<file path="src/rtl/fetch_ctrl_if.sv">
// ----------------------------------------------------------------------------
// fetch_ctrl_if
// Groups the fetch unit's handshake and bus signals:
//   phase controller : fetch_en, inst_ack   (to fetch unit)
//                      inst_valid, inst, inst_pc, fetch_cnt (from fetch unit)
//   execute redirect : redirect_valid, redirect_pc (to fetch unit)
//   instruction mem  : imem_req, imem_addr  (from fetch unit)
//                      imem_gnt, imem_rvalid, imem_rdata (to fetch unit)
// Modport master is the fetch unit's view; slave is the surrounding system.
// ----------------------------------------------------------------------------
interface fetch_ctrl_if;
    logic        fetch_en;
    logic        inst_ack;
    logic        redirect_valid;
    logic [31:0] redirect_pc;
    logic        imem_req;
    logic [31:0] imem_addr;
    logic        imem_gnt;
    logic        imem_rvalid;
    logic [31:0] imem_rdata;
    logic        inst_valid;
    logic [31:0] inst;
    logic [31:0] inst_pc;
    logic [15:0] fetch_cnt;

    modport master (
        input  fetch_en,
        input  inst_ack,
        input  redirect_valid,
        input  redirect_pc,
        output imem_req,
        output imem_addr,
        input  imem_gnt,
        input  imem_rvalid,
        input  imem_rdata,
        output inst_valid,
        output inst,
        output inst_pc,
        output fetch_cnt
    );

    modport slave (
        output fetch_en,
        output inst_ack,
        output redirect_valid,
        output redirect_pc,
        input  imem_req,
        input  imem_addr,
        output imem_gnt,
        output imem_rvalid,
        output imem_rdata,
        input  inst_valid,
        input  inst,
        input  inst_pc,
        input  fetch_cnt
    );
endinterface

</file>
<file path="src/rtl/fetch_ctrl.sv">
// ----------------------------------------------------------------------------
// fetch_ctrl
// Instruction fetch controller. Issues one instruction-memory read at a time
// at the current PC, presents the returned word to the phase controller until
// it is acknowledged, and follows taken branches/jumps from Ex.
//
// Ports:
//   clk  - rising-edge clock
//   rst  - synchronous, active-high reset
//   bus  - fetch_ctrl_if.master: phase-controller handshake, redirect,
//          instruction-memory request/response, fetched instruction and count
//
// Parameter:
//   RESET_PC - PC loaded on reset (word aligned)
// ----------------------------------------------------------------------------
module fetch_ctrl #(
    parameter logic [31:0] RESET_PC = 32'h0000_0000
) (
    input  logic         clk,
    input  logic         rst,
    fetch_ctrl_if.master bus
);

    typedef enum logic [1:0] {
        IDLE = 2'd0,
        REQ  = 2'd1,
        WAIT = 2'd2,
        HOLD = 2'd3
    } state_t;

    state_t      r_state;
    logic [31:0] r_pc;
    logic        r_kill;      // outstanding response belongs to a stale PC
    logic        r_req;
    logic        r_valid;
    logic [31:0] r_inst;
    logic [31:0] r_inst_pc;
    logic [15:0] r_fetch_cnt;

    // Redirect target with the byte-offset bits dropped.
    logic [31:0] w_redirect_tgt;
    assign w_redirect_tgt = bus.redirect_pc & 32'hFFFF_FFFC;

    // All outputs come straight from registers; the address is the PC itself,
    // so it stays stable in REQ and follows a redirect one cycle later.
    assign bus.imem_req   = r_req;
    assign bus.imem_addr  = r_pc;
    assign bus.inst_valid = r_valid;
    assign bus.inst       = r_inst;
    assign bus.inst_pc    = r_inst_pc;
    assign bus.fetch_cnt  = r_fetch_cnt;

    always_ff @(posedge clk) begin
        if (rst) begin
            r_state     <= IDLE;
            r_pc        <= RESET_PC;
            r_kill      <= 1'b0;
            r_req       <= 1'b0;
            r_valid     <= 1'b0;
            r_inst      <= 32'h0;
            r_inst_pc   <= 32'h0;
            r_fetch_cnt <= 16'h0;
        end else begin
            case (r_state)
                IDLE: begin
                    if (bus.redirect_valid) begin
                        r_pc <= w_redirect_tgt;
                    end else if (bus.fetch_en) begin
                        r_state <= REQ;
                        r_req   <= 1'b1;
                    end
                end

                REQ: begin
                    if (bus.redirect_valid) begin
                        r_pc <= w_redirect_tgt;
                        if (bus.imem_gnt) begin
                            // The granted read is for the old PC; drop its data.
                            r_kill  <= 1'b1;
                            r_state <= WAIT;
                            r_req   <= 1'b0;
                        end
                    end else if (bus.imem_gnt) begin
                        r_state <= WAIT;
                        r_req   <= 1'b0;
                    end
                end

                WAIT: begin
                    if (bus.redirect_valid) begin
                        r_pc <= w_redirect_tgt;
                        if (bus.imem_rvalid) begin
                            // Response arrives with the redirect: it is stale
                            // either way, and nothing remains outstanding.
                            r_kill  <= 1'b0;
                            r_state <= REQ;
                            r_req   <= 1'b1;
                        end else begin
                            r_kill <= 1'b1;
                        end
                    end else if (bus.imem_rvalid) begin
                        if (r_kill) begin
                            r_kill  <= 1'b0;
                            r_state <= REQ;
                            r_req   <= 1'b1;
                        end else begin
                            r_inst      <= bus.imem_rdata;
                            r_inst_pc   <= r_pc;
                            r_pc        <= r_pc + 32'd4;
                            r_fetch_cnt <= r_fetch_cnt + 16'd1;
                            r_valid     <= 1'b1;
                            r_state     <= HOLD;
                        end
                    end
                end

                HOLD: begin
                    if (bus.redirect_valid) begin
                        r_pc    <= w_redirect_tgt;
                        r_valid <= 1'b0;
                        r_state <= REQ;
                        r_req   <= 1'b1;
                    end else if (bus.inst_ack) begin
                        r_valid <= 1'b0;
                        if (bus.fetch_en) begin
                            r_state <= REQ;
                            r_req   <= 1'b1;
                        end else begin
                            r_state <= IDLE;
                        end
                    end
                end

                default: begin
                    r_state <= IDLE;
                    r_req   <= 1'b0;
                    r_valid <= 1'b0;
                end
            endcase
        end
    end

endmodule

</file>
<file path="src/flat_wrapper.sv">
// flat-port wrapper written by rule: the top's interface ports become plain ports
module fetch_ctrl_flat 
#(
    parameter logic [31:0] RESET_PC = 32'h0000_0000
)
  (clk, rst, bus_fetch_en, bus_inst_ack, bus_redirect_valid, bus_redirect_pc, bus_imem_req, bus_imem_addr, bus_imem_gnt, bus_imem_rvalid, bus_imem_rdata, bus_inst_valid, bus_inst, bus_inst_pc, bus_fetch_cnt);
  fetch_ctrl_if bus_i ();
  input  logic clk;
  input  logic rst;
  input wire logic [$bits(bus_i.fetch_en)-1:0] bus_fetch_en;
  input wire logic [$bits(bus_i.inst_ack)-1:0] bus_inst_ack;
  input wire logic [$bits(bus_i.redirect_valid)-1:0] bus_redirect_valid;
  input wire logic [$bits(bus_i.redirect_pc)-1:0] bus_redirect_pc;
  output wire logic [$bits(bus_i.imem_req)-1:0] bus_imem_req;
  output wire logic [$bits(bus_i.imem_addr)-1:0] bus_imem_addr;
  input wire logic [$bits(bus_i.imem_gnt)-1:0] bus_imem_gnt;
  input wire logic [$bits(bus_i.imem_rvalid)-1:0] bus_imem_rvalid;
  input wire logic [$bits(bus_i.imem_rdata)-1:0] bus_imem_rdata;
  output wire logic [$bits(bus_i.inst_valid)-1:0] bus_inst_valid;
  output wire logic [$bits(bus_i.inst)-1:0] bus_inst;
  output wire logic [$bits(bus_i.inst_pc)-1:0] bus_inst_pc;
  output wire logic [$bits(bus_i.fetch_cnt)-1:0] bus_fetch_cnt;
  assign bus_i.fetch_en = bus_fetch_en;
  assign bus_i.inst_ack = bus_inst_ack;
  assign bus_i.redirect_valid = bus_redirect_valid;
  assign bus_i.redirect_pc = bus_redirect_pc;
  assign bus_imem_req = bus_i.imem_req;
  assign bus_imem_addr = bus_i.imem_addr;
  assign bus_i.imem_gnt = bus_imem_gnt;
  assign bus_i.imem_rvalid = bus_imem_rvalid;
  assign bus_i.imem_rdata = bus_imem_rdata;
  assign bus_inst_valid = bus_i.inst_valid;
  assign bus_inst = bus_i.inst;
  assign bus_inst_pc = bus_i.inst_pc;
  assign bus_fetch_cnt = bus_i.fetch_cnt;
  fetch_ctrl #(.RESET_PC(RESET_PC)) u_core (.clk(clk), .rst(rst), .bus(bus_i));
endmodule
</file>
<file path="config.mk">
export PLATFORM = sky130hd
export DESIGN_NAME = fetch_ctrl_flat
export DESIGN_NICKNAME = d
export VERILOG_FILES = /design/src/rtl/fetch_ctrl_if.sv /design/src/rtl/fetch_ctrl.sv /design/src/flat_wrapper.sv
export SDC_FILE = /design/constraint.sdc
export NUM_CORES = 1
export LEC_CHECK = 0
export ABC_AREA = 1
export BUFFER_PORTS_ARGS = -buffer_cell sky130_fd_sc_hd__buf_2
export CORE_MARGIN = 4
export CORE_UTILIZATION = 35
export CTS_CLUSTER_DIAMETER = 80
export CTS_CLUSTER_SIZE = 30
export DETAILED_ROUTE_END_ITERATION = 8
export MAX_ROUTING_LAYER = met4
export PLACE_DENSITY = 0.65
export SLEW_MARGIN = 20
export SYNTH_ARGS = -nofsm -noshare
export SYNTH_HDL_FRONTEND = slang
export SYNTH_SLANG_ARGS = --single-unit
export TNS_END_PERCENT = 10
</file>
<file path="constraint.sdc">
create_clock -name clk -period 1.85 [get_ports clk]
set_input_delay 0.0925 -clock clk [delete_from_list [all_inputs] [get_ports clk]]
set_output_delay 0.0925 -clock clk [all_outputs]
set_load 0.02 [all_outputs]
</file>
==> results.json <==
{
  "outcome": "completed",
  "ir_drop_v": 0.0007064,
  "ios": 185,
  "worst_hold_path.endpoint": "u_core.bus.imem_addr[7]$_SDFFE_PP0P_",
  "synth_top_cell_by_area": "dfxtp_1",
  "cts_tree": "yes",
  "htreeDepth": 4,
  "grt_pass1_wl_um": 29340,
  "wl_met2_um": 8859,
  "ys_ff_latch": 113,
  "synth-compound-area-share_pct": 17.62,
  "wl_per_cell_um": 14.71,
  "worstSetupStartpointType": "flop",
  "antenna_cells": 0,
  "clockRootBuffer": "clkbuf_16",
  "worstPathMaxFanout": 20,
  "netlist.area_leader.share_pct": 40.94,
  "postRouteAntennaNets": 0,
  "area_delta_synth_final_pct": 38.93,
  "wirelength_um": 18600,
  "cts_buffers": 17,
  "leakage_nw": 3.340,
  "grt_pass1_vias": 5755,
  "gp_congestion": 0.9413,
  "min_from": "bus_redirect_pc[7]",
  "period_needed_ns": 1.690,
  "synthCells": 827,
  "timing.rr.end": "u_core.bus.imem_addr[8]$_SDFFE_PP0P_",
  "viasPerCell": 4.861,
  "hold_depth": 3,
  "clkSinkCount": 113,
  "multiInputGateArea_um2": 2776,
  "hold_viol_final": 0,
  "post-route-period-util_pct": 91.36,
  "final_cell_area_um2": 7676,
  "finClkSkew_ns": 0.008935,
  "nFillCells": 1549,
  "antenna_found_initial": 0,
  "regToRegStartpoint": "u_core.r_state[0]$_SDFFE_PP0P_",
  "synth_area_leaders": "dfxtp_1 (41%), nand2_1 (12%), nor2_1 (10%)",
  "dp_cells": 1198,
  "fp.dieW_um": 133.6,
  "grt.overflow.total": 0,
  "setup_violations": 0,
  "top_layer": "met4",
  "die_h_um": 133.6,
  "ys_types": 41,
  "max_freq_mhz": 591.7,
  "synth_xor_area_share_pct": 0.6341,
  "drv_cap": 0,
  "wl_met1_um": 8024,
  "synth_edf_count": 0,
  "crit_type": "flop to flop",
  "nets": 1113,
  "clk_latency_ns": 0.42,
  "async_flop_share_pct": 0,
  "dpl_cell_area_um2": 6653,
  "yosys.area_share.adder_pct": 0.4529,
  "first_pass_iters": 5,
  "ctsLongestPathBuffers": 2,
  "rsz0062_at_grt": "no",
  "endpoint_kind": "flop",
  "syn_area_um2": 5525,
  "initial_core_util_pct": 36.08,
  "synth-simple-area-share_pct": 31.09,
  "wl_met3_um": 1323,
  "num_rows": 45,
  "clkTransAtPathRegs_ns": 0.06,
  "seq_area_um2": 2262,
  "drive_gt1_share_pct": 24.79,
  "stdcell_count": 1264,
  "min_path_type": "primary input to flop",
  "timing.setup.tns_ns": 0,
  "syn_area_per_cell_um2": 6.681,
  "r2r_slack_ns": 0.16,
  "synth_top_family_by_area": "simple AND/OR/NAND/NOR gates",
  "synth.area.mux_share_pct": 0,
  "post_cts.repair.setup_buffers": 0,
  "synthFlopType": "dfxtp_1",
  "yosysSeqAreaShare_pct": 40.94,
  "numPortBuffers": 178,
  "grt_max_degree": 46,
  "core_area_um2": 15310,
  "dp_hpwl_um": 13390,
  "grt.total_usage_pct": 21.28,
  "slew_viol_final": 0,
  "whs_ns": 0.01501,
  "remaining_drc_errors": 0,
  "cellPowerDensity_nw_per_um2": 1004,
  "cp_data_arrival_time_ns": 1.97,
  "drt-initial-drc-count": 402,
  "cp.required_ns": 2.13,
  "ys_warn_count": 0,
  "dieArea_um2": 17860,
  "dr_total_vias": 6144,
  "ff2ff_path_depth": 6
}
[stage by stage]
stage	util, %	power [mW]	setup WS [ns]
detailed placement	43.44	4.000	0.1349
floorplan	-	3.551	0.2243
finish	50.12	7.710	0.1599
global route	50.12	8.062	0.008064
global placement	43.44	3.988	0.1485
CTS	50.02	7.779	0.1250
[Yosys cell counts, drive strengths merged (2+ instances only)]
| cell type | number |
|---|---|
| a211oi | 6 |
| a21oi | 65 |
| a31oi | 5 |
| buf | 24 |
| clkbuf | 20 |
| dfxtp | 113 |
| ha | 2 |
| inv | 71 |
| nand2 | 173 |
| nand3 | 44 |
| nand4 | 9 |
| nor2 | 160 |
| nor3 | 11 |
| nor3b | 2 |
| o211ai | 3 |
| o21ai | 98 |
| o21bai | 2 |
| or2 | 6 |
| xor2 | 3 |
[what timing repair did]
| item | in CTS | in global routing |
|---|---|---|
| setup endpoints to repair | 0 | 26 |
| hold buffers | 34 | 0 |
| resized for setup | 0 | 6 |
| endpoints found under the hold margin | 34 | 0 |
[sequential cells by signal, indices dropped and copies added, names as in the netlist]
name / flops
u_core.bus.imem_req: 1
u_core.r_state: 2
u_core.bus.fetch_cnt: 16
u_core.r_kill: 1
u_core.bus.imem_addr: 30
u_core.bus.inst: 32
u_core.bus.inst_pc: 30
u_core.bus.inst_valid: 1
[layout by cell type (no fill, tap or decap), types with 6 or more instances in the layout]
master	synthesis	final
nand4_1	9	9
nor2_4	6	6
a21oi_1	65	65
o21ai_1	14	14
buf_2	13	178
nor2_2	3	6
dlygate4sd3_1	0	34
o21ai_0	83	83
nor3_1	11	11
a211oi_1	6	6
buf_4	8	21
nand2_1	170	169
inv_1	69	67
clkbuf_16	0	17
dfxtp_1	113	113
nand3_1	44	44
nor2_1	151	148
[power by group]
group	switching, mW	internal [mW]
registers	0.152	2.60
logic	0.799	0.469
clock network	1.24	2.45
[worst max-delay path by stage]
stage / startpoint / endpoint / depth (start not counted)
final: u_core.r_state[0]$_SDFFE_PP0P_ / u_core.bus.imem_addr[8]$_SDFFE_PP0P_ / 6
after global routing: u_core.r_state[0]$_SDFFE_PP0P_ / u_core.bus.imem_addr[11]$_SDFFE_PP0P_ / 7
after CTS: u_core.r_state[0]$_SDFFE_PP0P_ / u_core.bus.inst[14]$_SDFFE_PP0P_ / 8
after detailed placement: u_core.r_state[0]$_SDFFE_PP0P_ / u_core.bus.inst[14]$_SDFFE_PP0P_ / 8
after global placement: u_core.r_state[0]$_SDFFE_PP0P_ / u_core.bus.inst[14]$_SDFFE_PP0P_ / 8
after floorplan: u_core.bus.fetch_cnt[1]$_SDFFE_PP0P_ / u_core.bus.fetch_cnt[8]$_SDFFE_PP0P_ / 8
[logic make-up (layout without fill, tap and decap cells)]
kind of cell,Yosys count,in the layout
AOI/OAI and AO/OA,184,184
xor gates and xnor gates,4,4
adders and majority gates,2,2
buffers and inverters,116,339
DFF,113,113
other,1,4
and+or+nand+nor,407,407
[layout make-up]
cell class	count	share of cell area, %
Timing Repair Buffer	235	18.61
Clock buffer	18	5.721
Inverter	72	3.602
Tap cell	211	3.439
Clock inverter	14	2.983
Multi-Input combinational cell	601	36.17
Sequential cell	113	29.47
[worst max-delay path: stages, from the launching register on]
cell	delay, ns
dfxtp_1	0.35
inv_2	0.11
nand2_2	0.12
o21ai_2	0.25
clkinvlp_4	0.41
a21oi_1	0.25
a211oi_1	0.06
[layer usage]
layer  global-route usage [%]  vias to the layer above
li1                         -                     3113
met1                    24.61                     2768
met2                    35.89                      237
met3                    5.702                       26
met4                    7.086                        0
met5                        -                        -
Note: power is estimated with default switching activity, not from simulation.
